## src/rtl/inst_rom_arbiter_pkg.sv

```systemverilog
// Shared defines for the instruction-ROM port: bus widths, chip-enable levels,
// the zero word and the arbiter state encodings.
package inst_rom_arbiter_pkg;

  localparam int InstAddrBus = 32;
  localparam int InstBus     = 32;

  localparam logic ChipEnable  = 1'b1;
  localparam logic ChipDisable = 1'b0;

  localparam logic [InstBus-1:0] ZeroWord = '0;

  localparam int StarveCntW = 8;

  typedef enum logic {
    ArbStateNormal = 1'b0,
    ArbStateLock   = 1'b1
  } arb_state_e;

endpackage

```

## src/rtl/inst_rom_arbiter.sv

```systemverilog
// Shares the instruction ROM read port between the fetch stage and the debug
// reader; grants are combinational, responses are registered one cycle later.
module inst_rom_arbiter
  import inst_rom_arbiter_pkg::*;
#(
  parameter int STARVE_LIMIT = 8,
  parameter int ADDR_W       = InstAddrBus,
  parameter int DATA_W       = InstBus
) (
  input  logic              clk,
  input  logic              rst,
  input  logic              f_req,
  input  logic [ADDR_W-1:0] f_addr,
  input  logic              flush,
  output logic              f_gnt,
  output logic              f_rsp_valid,
  output logic [DATA_W-1:0] f_rsp_inst,
  input  logic              d_req,
  input  logic [ADDR_W-1:0] d_addr,
  input  logic              d_lock,
  output logic              d_gnt,
  output logic              d_rsp_valid,
  output logic [DATA_W-1:0] d_rsp_inst,
  output logic              rom_ce,
  output logic [ADDR_W-1:0] rom_addr,
  input  logic [DATA_W-1:0] rom_inst
);

  localparam logic [StarveCntW-1:0] StarveMax = StarveCntW'(STARVE_LIMIT);

  arb_state_e            state;
  logic [StarveCntW-1:0] starve_cnt;

  logic f_sel_p0;
  logic d_sel_p0;

  logic              f_vld_p1;
  logic              d_vld_p1;
  logic [DATA_W-1:0] f_inst_p1;
  logic [DATA_W-1:0] d_inst_p1;

  function automatic logic [StarveCntW-1:0] sat_inc(
    input logic [StarveCntW-1:0] v,
    input logic [StarveCntW-1:0] lim
  );
    return (v >= lim) ? lim : v + 1'b1;
  endfunction

  // ---- p0: grant selection and ROM drive ----
  // Grants are held off while rst is low so the ROM sees no access during reset.
  always_comb begin
    f_sel_p0 = 1'b0;
    d_sel_p0 = 1'b0;
    if (rst) begin
      if (state == ArbStateLock) begin
        d_sel_p0 = d_req;
      end else if (d_req && (starve_cnt == StarveMax)) begin
        d_sel_p0 = 1'b1;
      end else if (f_req && !flush) begin
        f_sel_p0 = 1'b1;
      end else if (d_req) begin
        d_sel_p0 = 1'b1;
      end
    end
  end

  always_comb begin
    rom_ce   = ChipDisable;
    rom_addr = '0;
    if (f_sel_p0) begin
      rom_ce   = ChipEnable;
      rom_addr = f_addr;
    end else if (d_sel_p0) begin
      rom_ce   = ChipEnable;
      rom_addr = d_addr;
    end
  end

  assign f_gnt = f_sel_p0;
  assign d_gnt = d_sel_p0;

  always_ff @(posedge clk or negedge rst) begin
    if (!rst) begin
      state      <= ArbStateNormal;
      starve_cnt <= '0;
    end else begin
      case (state)
        ArbStateNormal: if (d_sel_p0 && d_lock) state <= ArbStateLock;
        ArbStateLock:   if (!d_lock)            state <= ArbStateNormal;
        default:                                state <= ArbStateNormal;
      endcase
      if (d_sel_p0 || !d_req) begin
        starve_cnt <= '0;
      end else if (f_sel_p0) begin
        starve_cnt <= sat_inc(starve_cnt, StarveMax);
      end
    end
  end

  // ---- p1: registered responses, one cycle after the grant ----
  always_ff @(posedge clk or negedge rst) begin
    if (!rst) begin
      f_vld_p1  <= 1'b0;
      d_vld_p1  <= 1'b0;
      f_inst_p1 <= DATA_W'(ZeroWord);
      d_inst_p1 <= DATA_W'(ZeroWord);
    end else begin
      f_vld_p1 <= f_sel_p0;
      d_vld_p1 <= d_sel_p0;
      if (f_sel_p0) f_inst_p1 <= rom_inst;
      if (d_sel_p0) d_inst_p1 <= rom_inst;
    end
  end

  assign f_rsp_valid = f_vld_p1;
  assign f_rsp_inst  = f_inst_p1;
  assign d_rsp_valid = d_vld_p1;
  assign d_rsp_inst  = d_inst_p1;

endmodule

```

## config.mk

```make
export PLATFORM = sky130hd
export DESIGN_NAME = inst_rom_arbiter
export DESIGN_NICKNAME = d
export VERILOG_FILES = /design/src/rtl/inst_rom_arbiter_pkg.sv /design/src/rtl/inst_rom_arbiter.sv
export SDC_FILE = /design/constraint.sdc
export NUM_CORES = 1
export LEC_CHECK = 0
export BUFFER_PORTS_ARGS = -buffer_cell sky130_fd_sc_hd__buf_2
export CAP_MARGIN = 20
export CORE_UTILIZATION = 46
export CTS_BUF_LIST = sky130_fd_sc_hd__clkbuf_16
export CTS_CLUSTER_SIZE = 20
export DETAILED_ROUTE_END_ITERATION = 10
export PLACE_DENSITY = 0.85
export SYNTH_ARGS = -nofsm -noshare
export SYNTH_HDL_FRONTEND = slang
export SYNTH_SLANG_ARGS = --single-unit
```

## constraint.sdc

```tcl
create_clock -name clk -period 5.9 [get_ports clk]
set_input_delay 0.295 -clock clk [delete_from_list [all_inputs] [get_ports clk]]
set_output_delay 0.295 -clock clk [all_outputs]
set_load 0.01 [all_outputs]
```

### Word level (Yosys, flattened, before mapping)

Index checks and enable logic that the tools add are counted.

| storage, ports and cells | value |
|---|---|
| register bits after elaboration | 75 |
| bits in latches | 0 |
| memory bits (writable) | 0 |
| bits in read-only memories | 0 |
| output and inout port bits | 101 |
| word-level logic and storage cells | 36 |
| memories kept | 0 |

| cells by class | value |
|---|---|
| add/subtract/negate cells | 1 |
| multipliers | 0 |
| divide/modulo/power cells | 0 |
| magnitude comparators | 1 |
| eq/ne operators | 1 |
| shift operators | 0 |
| multiplexer cells | 19 |
| bitwise operators | 1 |
| reduce and logical (&&, ||, !) cells | 7 |

Operators with widths:

| operator | number |
|---|---|
| 32-bit 2-to-1 mux | 2 |
| 8-bit 2-to-1 mux | 3 |
| 1-bit 2-to-1 mux | 13 |
| 8-bit by 1-bit adder with 8-bit output, second input constant | 1 |
| 8-bit by 4-bit equality test with 1-bit output, second input constant | 1 |
| 8-bit by 4-bit >= comparator with 1-bit output, second input constant | 1 |
| 1-bit logical AND | 3 |
| 1-bit logical NOT | 2 |
| 1-bit case mux with 2 select lines | 1 |
| 2-bit nonzero test | 1 |
| 1-bit logical OR | 1 |
| 1-bit inverter | 1 |

### Logic depth before layout (Yosys ltp)

Gate-level depths: netlist (run 1).

| depth | value |
|---|---|
| depth after elaboration | 9 |
| gate-level depth with buffers | 9 |
| mapped depth without buffers | 6 |

### Worst setup path after synthesis (run 1)

OpenSTA, ideal clock, no wires.

| timing path | value |
|---|---|
| path type | reg-to-output |
| from | register starve_cnt[6] |
| to | output port rom_addr[22] |
| arrival time | 1,828 ps |
| data required time | 5,605 ps |
| path slack | 3,777 ps |
| stages on the path, launching flop included | 6 |
| path buffers | 2 |
| cell sequence | dfrtp_1 -> or4_4 -> o311a_1 -> buf_6 -> buf_6 -> a22o_1 |

RTL lines:

| what | RTL line | text |
|---|---|---|
| from (decl) | inst_rom_arbiter.sv:32 | `logic [StarveCntW-1:0] starve_cnt;` |
| from (signal assigned) | inst_rom_arbiter.sv:95 | `starve_cnt <= sat_inc(starve_cnt, StarveMax);` |
| 8-bit by 4-bit equality test with 1-bit output | inst_rom_arbiter.sv:57 | `end else if (d_req && (starve_cnt == StarveMax)) begin` |
| 1-bit logical AND | inst_rom_arbiter.sv:57 |  |
| 1-bit 2-to-1 mux | inst_rom_arbiter.sv:57 |  |
| 1-bit 2-to-1 mux | inst_rom_arbiter.sv:55 | `if (state == ArbStateLock) begin` |
| 1-bit 2-to-1 mux | inst_rom_arbiter.sv:54 | `if (rst) begin` |
| net f_gnt | inst_rom_arbiter.sv:15 | `output logic f_gnt,` |
| 32-bit 2-to-1 mux | inst_rom_arbiter.sv:70 | `if (f_sel_p0) begin` |
| to (decl) | inst_rom_arbiter.sv:25 | `output logic [ADDR_W-1:0] rom_addr,` |

The timed path passes the listed nets, and every way through them passes these cells.

### Worst setup path after layout (run 1)

| timing path | value |
|---|---|
| from | register starve_cnt[6] |
| to | output port rom_addr[5] |

| on the way | value |
|---|---|
| longest elaborated chain between the ends | 7 |

RTL lines:

| what | RTL line | text |
|---|---|---|
| 8-bit by 4-bit equality test with 1-bit output * | inst_rom_arbiter.sv:57 |  |
| 1-bit logical AND * | inst_rom_arbiter.sv:57 |  |
| 1-bit 2-to-1 mux | inst_rom_arbiter.sv:57 |  |
| 1-bit 2-to-1 mux | inst_rom_arbiter.sv:55 |  |
| 1-bit 2-to-1 mux | inst_rom_arbiter.sv:54 |  |
| 32-bit 2-to-1 mux | inst_rom_arbiter.sv:73 | `end else if (d_sel_p0) begin` |
| 32-bit 2-to-1 mux * | inst_rom_arbiter.sv:70 |  |

Mark *: on every way between the ends. The rest lies on a longest branch, timed or not.

==> metrics.yaml, run 1 <==
cts_resized: 0
worstHoldStart: "d_lock"
arrival_ns: 3.12
drt_iter0_drc: 101
power_frac_seq_pct: 41.7
async_flop_share_pct: 100.0
synth_cell_types: 27
clk_pin_slew_worst_paths_ns: 0.06
max-cap-violations: 0
dieArea_mm2: 0.007440
status: "finished clean"
fin_crit_ns: 3.416
drive_above_1_share_pct: 67.44
syn_area_mm2: 0.003266
routabilityCongestion: 1.023
clockBufferDepth: 2
dpl-instance-area_mm2: 0.004284
peakVddDrop_mv: 0.2123
wirelength_um: 9470
fp.dieH_um: 86.26
drtPass1Iterations: 4
syn2layout_area_growth_pct: 41.30
grt_overflow_total: 0
grtUsageTotal_pct: 24.82
final_nets: 530
portBuffers: 202
synth-edff-count: 0
pin_count: 203
cts_made_buffers: 9
cp-startpoint: "starve_cnt[6]$_DFFE_PN0P_"
p_comb_share_pct: 21.8
core_mm2: 0.006832
via_per_inst: 5.165
p_sw_uw: 409.3
power_density_mw_per_mm2: 337.5
final-hold-violation-count: 0
worstMarginPinSlew_ns: 0.7104
ant_nets: 0
insertion_delay_ns: 0.32
yosys_warnings: 0
crit_path_start_kind: "flop"
synthCells: 225
fillerInstances: 553
reg2reg_from: "starve_cnt[6]$_DFFE_PN0P_"
start_util_pct: 47.80
cts_tree: "yes"
power.share.clock_pct: 36.5
wl_per_cell_um: 17.94
ys_ff_latch: 75
die_w_um: 86.26
rsz0062_at_grt: "no"
grt_pass1_wl_um: 13500
finalCritPeriodShare_pct: 57.89
drc: 0
via_count: 2727
grt_max_degree: 61
dp_hpwl_um: 7169
cts_hold_buf: 1
p_int_mw: 1.148
final_cell_mix: "201 x buf_2, 75 x dfrtp_1, 65 x mux2_2, 32 x a22o_1, 9 x clkbuf_16"
avgSynthCellArea_um2: 14.51
multi_input_area_mm2: 0.001240
cp.required_ns: 5.61
fin_hold_ws_ns: 0.1854
final-seq-area_mm2: 0.001877
antenna_found_initial: 2
layout_commonest_cell: "buf_2"
timing.fmax_mhz: 292.8
path_class: "flop to output port"
setup_viol: 0
cts.htree.levels: 3
rrSetupSlack_ns: 3.05
hold_path_class: "input port to flop"
grt_pass1_vias: 2706
p_leak_nw: 2.372
synth_ff_type: "dfrtp_1"
postLayoutCellArea_mm2: 0.004614
cp-end-kind: "output port"
fin_setup_tns_ns: 0
p_sw_share_pct: 26.28
fin_skew_ns: 0.006761
slew_headroom_pct: 52.64
slew_viol_final: 0
num_rows: 30
cts-root-buf: "clkbuf_16"
cp_max_fo: 42
syn_nets: 329
yosysSeqAreaShare_pct: 57.47
cts_sinks: 75
postCtsSetupBuffers: 0
## critical path, stage by stage, from the launching register on
cell     delay [ns]
dfrtp_1        0.38
or4_4          0.55
o31ai_1        0.22
and3_2         0.67
buf_4          0.51
a22o_1         0.30
buf_2          0.17
## registers in the layout, indices dropped and copies added (netlist names)
signal / flops
d_rsp_inst: 32
state: 1
starve_cnt: 8
f_rsp_valid: 1
d_rsp_valid: 1
f_rsp_inst: 32
## path summary, 6_finish.rpt
kind                            cells after the start                         end
worst min-delay path                                2             state$_DFF_PN0_
max in group asynchronous                           3  f_rsp_inst[26]$_DFFE_PN0P_
min in group asynchronous                           2   starve_cnt[7]$_DFFE_PN0P_
worst max register to register                      5  d_rsp_inst[20]$_DFFE_PN0N_
worst min register to register                      1   starve_cnt[7]$_DFFE_PN0P_
worst max-delay path                                6                 rom_addr[5]
## cells in the mapped netlist, drive strengths merged (2+ instances only)
master  count  share of area, %
inv         3              0.34
o21a        2              0.46
nor3b       3              0.69
mux2       65                22
nor2        2              0.23
nand2b      2              0.38
nand3       2              0.31
and2        5              0.96
buf        15               4.2
nand2       3              0.34
o22ai       2              0.38
ha          2              0.77
a21oi       2              0.31
a22o       32               8.6
dfrtp      75                57
## power by group through the flow
| stage | clock network, mW | registers, mW | logic (mW) |
|---|---|---|---|
| 2_1_floorplan | 0 | 0.698 | 0.127 |
| 3_3_place_gp | 0 | 0.654 | 0.332 |
| 3_5_place_dp | 0 | 0.658 | 0.342 |
| 4_1_cts | 0.584 | 0.650 | 0.343 |
| 5_1_grt | 0.603 | 0.660 | 0.363 |
| 6_report | 0.568 | 0.649 | 0.340 |
## through the flow
| stage | cells | utilization, % | total power, mW | worst slack, ns |
|---|---|---|---|---|
| floorplan | 225 | - | 0.8250 | 3.777 |
| global placement | 510 | 62.71 | 0.9863 | 2.878 |
| detailed placement | 510 | 62.71 | 0.9999 | 2.823 |
| CTS | 526 | 67.47 | 1.577 | 2.470 |
| global route | 528 | 67.55 | 1.627 | 2.336 |
| finish | 528 | 67.55 | 1.557 | 2.484 |
## kinds of logic (layout without fill, tap and decap cells)
kind of cell | count (synthesis) | in the layout | share of synthesized area [%]
buf+inv | 19 | 224 | 4.636
flops | 75 | 75 | 57.47
compound gates | 41 | 41 | 10.42
fa+ha+maj | 2 | 2 | 0.7662
simple gates | 23 | 23 | 4.292
other cells | 0 | 2 | 0
mux | 65 | 65 | 22.41
## routing by layer
layer	vias up	routed length [um]	GRT usage, %	part of all wire [%]
met1	1345	3482	25.34	37
met3	23	629	6.000	6.6
met4	0	436	15.91	4.6
met2	127	4921	45.31	52
li1	1232	-	-	-
met5	-	0	0	0
## layout make-up
type	count	area share, %
clock buffer	9	4.881
timing repair buffer	206	22.67
antenna	2	0.1085
clock inverter	6	1.952
sequential	75	40.67
inverter	3	0.2440
multi-input combinational	131	26.87
tap	96	2.603
No activity file was read; power rests on OpenSTA's default activity.
==> run 2, diff against run 1 <==
Settings changed: CORE_UTILIZATION 46 to 39, PLACE_DENSITY 0.85 to 0.77.
Clock period 5.9 ns to 2.8 ns, I/O delays scaled along.
==> run 2 against run 1 <==
Effect of this change: sequential share of layout area is 0.11 points higher; non-clock buffer count is 2 higher; sequential power is 110% higher; worst hold slack worse by 0.15 ns; via count is 1.8% lower; largest cell class unchanged; highest routed layer unchanged.
==> metrics.yaml, run 2 (synthesis results as in run 1) <==
cts_made_buffers: 9  # unchanged
via_per_inst: 4.980  # -3.6%
crit_path_start_kind: "flop"
dieArea_mm2: 0.008743  # +18%
grt_max_degree: 66  # +8.2%
power_density_mw_per_mm2: 675.1  # +100%
fin_setup_tns_ns: 0  # unchanged
cp.required_ns: 2.66  # -2.95 ns
rsz0062_at_grt: "no"
slowest_stage: "or4_4"
drtPass1Iterations: 6  # +2
cts_tree: "yes"
slew_viol_final: 0  # unchanged
cts_sinks: 75  # unchanged
met2_usage_pct: 35.72  # -9.6 points
die_w_um: 93.51  # +8.4%
hold_path_class: "input port to flop"
fin_hold_ws_ns: 0.03297  # -0.1525 ns
path_class: "flop to output port"
arrival_ns: 2.47  # -0.65 ns
clk_pin_slew_worst_paths_ns: 0.06  # about the same
dp_hpwl_um: 6615  # -7.7%
final-hold-violation-count: 0  # unchanged
grtUsageTotal_pct: 19.89  # -4.9 points
drc: 0  # unchanged
slowest_delay_ns: 0.55  # -0.12 ns
pin_count: 203  # unchanged
status: "finished clean"
via_count: 2679  # -1.8%
ant_nets: 0  # unchanged
fin_crit_ns: 2.607
routabilityCongestion: 0.8333  # -19%
crit_chain: "or4_4 -> o311a_2 -> buf_4 -> a22o_1 -> buf_2"
peakVddDrop_mv: 0.5434  # +160%
antenna_found_initial: 0  # -2
grt_pass1_wl_um: 13030  # -3.5%
max-cap-violations: 0  # unchanged
postCtsSetupBuffers: 0  # unchanged
worst_slack_ns: 0.1933  # -2.291 ns
grt_use_met1_pct: 23.50  # -1.8 points
core_mm2: 0.008175  # +20%
wl_per_cell_um: 16.58  # -7.6%
setup_viol: 0  # unchanged
p_leak_nw: 2.361  # -0.47%
portBuffers: 202  # unchanged
fin_skew_ns: 0.009260  # +0.002499 ns
syn2layout_area_growth_pct: 40.92
layout_commonest_cell: "buf_2"
total_power_mw: 3.107  # +100%
wirelength_um: 8918  # -5.8%
met3_usage_pct: 5.447  # -0.55 points
fp.dieH_um: 93.51  # +8.4%
drive_above_1_share_pct: 67.21  # -0.24 points
grt_pass1_vias: 2586  # -4.4%
cp-end-kind: "output port"
rrSetupSlack_ns: 0.55  # -2.50 ns
start_util_pct: 39.94  # -7.9 points
grt_overflow_total: 0  # unchanged
n_antenna_cell: 0  # -2
final_nets: 532  # +0.38%
slew_headroom_pct: 45.83  # -6.8 points
num_rows: 33  # +10%
cp_num_buf_inv: 2  # unchanged
drt_iter0_drc: 71  # -30%
clockBufferDepth: 2  # unchanged
timing.fmax_mhz: 383.6
finalCritPeriodShare_pct: 93.10
grt-busiest-layer: "met2"
dp_slack_ns: 0.5315  # -2.292 ns
worstMarginPinSlew_ns: 0.8125  # +0.1021 ns
final_cell_mix: "201 x buf_2, 75 x dfrtp_1, 65 x mux2_2, 32 x a22o_1, 9 x clkbuf_16"
cp_max_fo: 42  # unchanged
cts-root-buf: "clkbuf_16"
cts.htree.levels: 3  # unchanged
insertion_delay_ns: 0.32  # about the same
crit_family: "compound AO/OA/AOI/OAI gates"
[run 2: changes by cell type in the layout (fill, tap and decap cells not counted), sizes merged]
cell	delta
clkinvlp	+2
buf	+2
inv	+1
diode	-2
bufinv	-2
[run 2: repair_timing]
action | 4_1_cts | 5_1_grt
setup endpoints to repair | 0 | 0
hold buffers | 1 | 0
endpoints found under the hold margin | 10 | 0
resized for setup | 0 | 0
[run 2: report_power, final]
group / switching (mW) / total [mW] / internal, mW / leakage, nW
combinational: 0.343 / 0.715 / 0.372 / 1.33
clock: 0.435 / 1.03 / 0.594 / 0.127
sequential: 0.0898 / 1.36 / 1.27 / 0.908
[run 2: metal layers]
metal	wire, um	vias up
met5	0	-
met4	66	0
met3	619	7
met2	4594	122
met1	3638	1314
li1	-	1236
[run 2: metrics by stage]
| stage | utilization [%] | instances | cell area [um2] |
|---|---|---|---|
| 4_1_cts | 56.29 | 538 | 4602 |
| 5_1_grt | 56.29 | 538 | 4602 |
| 6_report | 56.29 | 538 | 4602 |
| 3_3_place_gp | 52.88 | 521 | 4323 |
| 3_5_place_dp | 52.88 | 521 | 4323 |
| 2_1_floorplan | - | 225 | 3266 |
[run 2: final timing paths]
kind | depth (start not counted) | end | from
setup / recovery | 5 | rom_addr[1] | starve_cnt[6]$_DFFE_PN0P_
hold / removal | 2 | state$_DFF_PN0_ | d_lock
setup reg to reg | 5 | d_rsp_inst[29]$_DFFE_PN0N_ | starve_cnt[6]$_DFFE_PN0P_
hold reg to reg | 1 | starve_cnt[6]$_DFFE_PN0P_ | starve_cnt[6]$_DFFE_PN0P_
max in group asynchronous | 3 | d_rsp_inst[3]$_DFFE_PN0N_ | rst
min in group asynchronous | 2 | starve_cnt[7]$_DFFE_PN0P_ | rst
[run 2: layout make-up]
class / instances / area, um2
well taps: 105 / 131.4
flip-flops and latches: 75 / 1877
inverters: 3 / 11.26
repair buffers: 208 / 1074
clock inverters: 7 / 43.79
multi-input cells: 131 / 1240
clock buffers: 9 / 225.2
fillers: 717 / 3573
==> run 3, diff against run 2 <==
Settings changed: REMOVE_ABC_BUFFERS set to 1.
==> run 3 against run 2 <==
Effect of this change: largest cell class unchanged; setup slack worse by 0.025 ns; cell count unchanged; highest routed layer unchanged; clock skew down 0.0035 ns; combinational power down 2%; count of clock-buffer cells in the layout unchanged; via count down 0.78%; sequential power about the same; clock power up 15%; worst hold slack better by 0.0064 ns; final area up 0.98%; sequential share of layout area down 0.40 points; global-route usage down 1.7 points.
==> metrics.yaml, run 3 (synthesis results as in run 1) <==
cts_made_buffers: 9  # unchanged
worst_slack_ns: 0.1688  # -0.02453 ns
cp_num_buf_inv: 2  # unchanged
max-cap-violations: 0  # unchanged
cts-root-buf: "clkbuf_16"
dp_slack_ns: 0.4839  # -0.04764 ns
status: "finished clean"
slowest_delay_ns: 0.56  # about the same
final-hold-violation-count: 0  # unchanged
slew_headroom_pct: 66.85  # +21 points
grt_pass1_wl_um: 12340  # -5.3%
ant_nets: 0  # unchanged
syn2layout_area_growth_pct: 42.30
num_rows: 33  # unchanged
fin_skew_ns: 0.005739  # -0.003521 ns
cp.required_ns: 2.66  # about the same
portBuffers: 202  # unchanged
clk_pin_slew_worst_paths_ns: 0.06  # about the same
fin_crit_ns: 2.631  # +0.02453 ns
drc: 0  # unchanged
die_w_um: 93.51  # unchanged
cts_resized: 0  # unchanged
fillerInstances: 695  # -3.1%
stdcell_count: 538  # unchanged
crit_family: "simple AND/OR/NAND/NOR gates"
dieArea_mm2: 0.008743  # unchanged
via_per_inst: 4.941  # -0.78%
cp-startpoint: "starve_cnt[6]$_DFFE_PN0P_"
grtUsageTotal_pct: 18.20  # -1.7 points
cts_sinks: 75  # unchanged
worstMarginPinSlew_ns: 0.4973  # -0.3152 ns
n_antenna_cell: 0  # unchanged
core_mm2: 0.008175  # unchanged
postCtsSetupBuffers: 0  # unchanged
p_sw_uw: 829.4  # -4.4%
cts.htree.levels: 3  # unchanged
power_frac_seq_pct: 41.9  # -2.0 points
final_util_pct: 56.84  # +0.55 points
setup_viol: 0  # unchanged
dp_hpwl_um: 5860  # -11%
total_power_mw: 3.243  # +4.4%
arrival_ns: 2.49  # +0.02 ns
grt-busiest-layer: "met2"
p_sw_share_pct: 25.58  # -2.4 points
timing.fmax_mhz: 380.0  # -0.93%
slew_viol_final: 0  # unchanged
p_leak_nw: 2.388  # +1.1%
power_density_mw_per_mm2: 697.8  # +3.4%
final_cell_mix: "201 x buf_2, 75 x dfrtp_1, 65 x mux2_2, 32 x a22o_1, 9 x clkbuf_16"
finalCritPeriodShare_pct: 93.97  # +0.88 points
reg2reg_from: "starve_cnt[6]$_DFFE_PN0P_"
met2_usage_pct: 29.90  # -5.8 points
rsz0062_at_grt: "no"
worstHoldStart: "d_lock"
dp.cells: 522  # +0.19%
drive_above_1_share_pct: 67.44  # +0.23 points
path_class: "flop to output port"
grt_overflow_total: 0  # unchanged
antenna_found_initial: 0  # unchanged
routabilityCongestion: 0.7687  # -7.8%
pin_count: 203  # unchanged
crit_path_start_kind: "flop"
cts_tree: "yes"
via_count: 2658  # -0.78%
p_comb_share_pct: 21.7  # -1.3 points
cp-end-kind: "output port"
grt_use_met1_pct: 22.33  # -1.2 points
crit_chain: "or4_4 -> o31ai_1 -> and3_2 -> buf_4 -> a22o_1 -> buf_2"
layout_commonest_cell: "buf_2"
power.share.clock_pct: 36.3  # +3.2 points
wirelength_um: 7727  # -13%
p_int_mw: 2.413  # +7.8%
cp_max_fo: 29  # -31%
grt_pass1_vias: 2629  # +1.7%
peakVddDrop_mv: 0.3520  # -35%
met3_usage_pct: 5.447  # unchanged
fp.dieH_um: 93.51  # unchanged
final_nets: 533  # +0.19%
wl_per_cell_um: 14.36  # -13%
grt_max_degree: 44  # -33%
slowest_stage: "or4_4"
drtPass1Iterations: 4  # -2
insertion_delay_ns: 0.32  # about the same
drt_iter0_drc: 43  # -39%
start_util_pct: 39.94  # unchanged
clockBufferDepth: 2  # unchanged
hold_path_class: "input port to flop"
fin_hold_ws_ns: 0.03938  # +0.006405 ns
-- run 3: changes by cell type in the layout (fill, tap and decap cells not counted) --
cell,previous run,this run
buf_4,5,6
bufinv_16,0,2
clkinv_2,1,2
inv_1,4,3
clkinvlp_4,3,1
inv_6,1,0
-- run 3: final cells by class --
cell class	instances	area, um2	share of cell area, %
Inverter	3	11.26	0.2423
Timing Repair Buffer	209	1081	23.26
Sequential cell	75	1877	40.39
Clock buffer	9	225.2	4.847
Tap cell	105	131.4	2.827
Clock inverter	6	81.33	1.750
Multi-Input combinational cell	131	1240	26.68
-- run 3: worst paths after layout --
path / endpoint / slack [ns] / cells after the start
worst max-delay path: rom_addr[3] / 0.17 / 6
worst min-delay path: state$_DFF_PN0_ / 0.04 / 2
worst max register to register: d_rsp_inst[28]$_DFFE_PN0N_ / 0.49 / 5
worst min register to register: starve_cnt[7]$_DFFE_PN0P_ / 0.50 / 1
max in group asynchronous: f_rsp_inst[10]$_DFFE_PN0P_ / 1.47 / 4
min in group asynchronous: f_rsp_inst[4]$_DFFE_PN0P_ / 0.17 / 2
-- run 3: power groups by stage --
stage	Clock [mW]	Combinational [mW]	Sequential, mW
detailed placement	0	0.712	1.38
finish	1.18	0.704	1.36
CTS	1.21	0.714	1.36
global route	1.26	0.768	1.39
global placement	0	0.696	1.37
floorplan	0	0.251	1.47
-- run 3: stage by stage --
stage                     cell area (um2)  setup TNS, ns
final                                4647              0
after global routing                 4647              0
after CTS                            4647              0
after detailed placement             4330              0
after global placement               4330              0
after floorplan                      3126         -22.17
-- run 3: per-layer routing --
metal | share of wire, % | routed length (um)
met5 | 0 | 0
met4 | 1.3 | 97
met3 | 7.5 | 582
met2 | 48 | 3699
met1 | 43 | 3348
-- run 3: repair_timing --
action,in CTS,in global routing
endpoints found under the hold margin,36,0
hold buffers,1,0
endpoints found under the setup margin,0,0
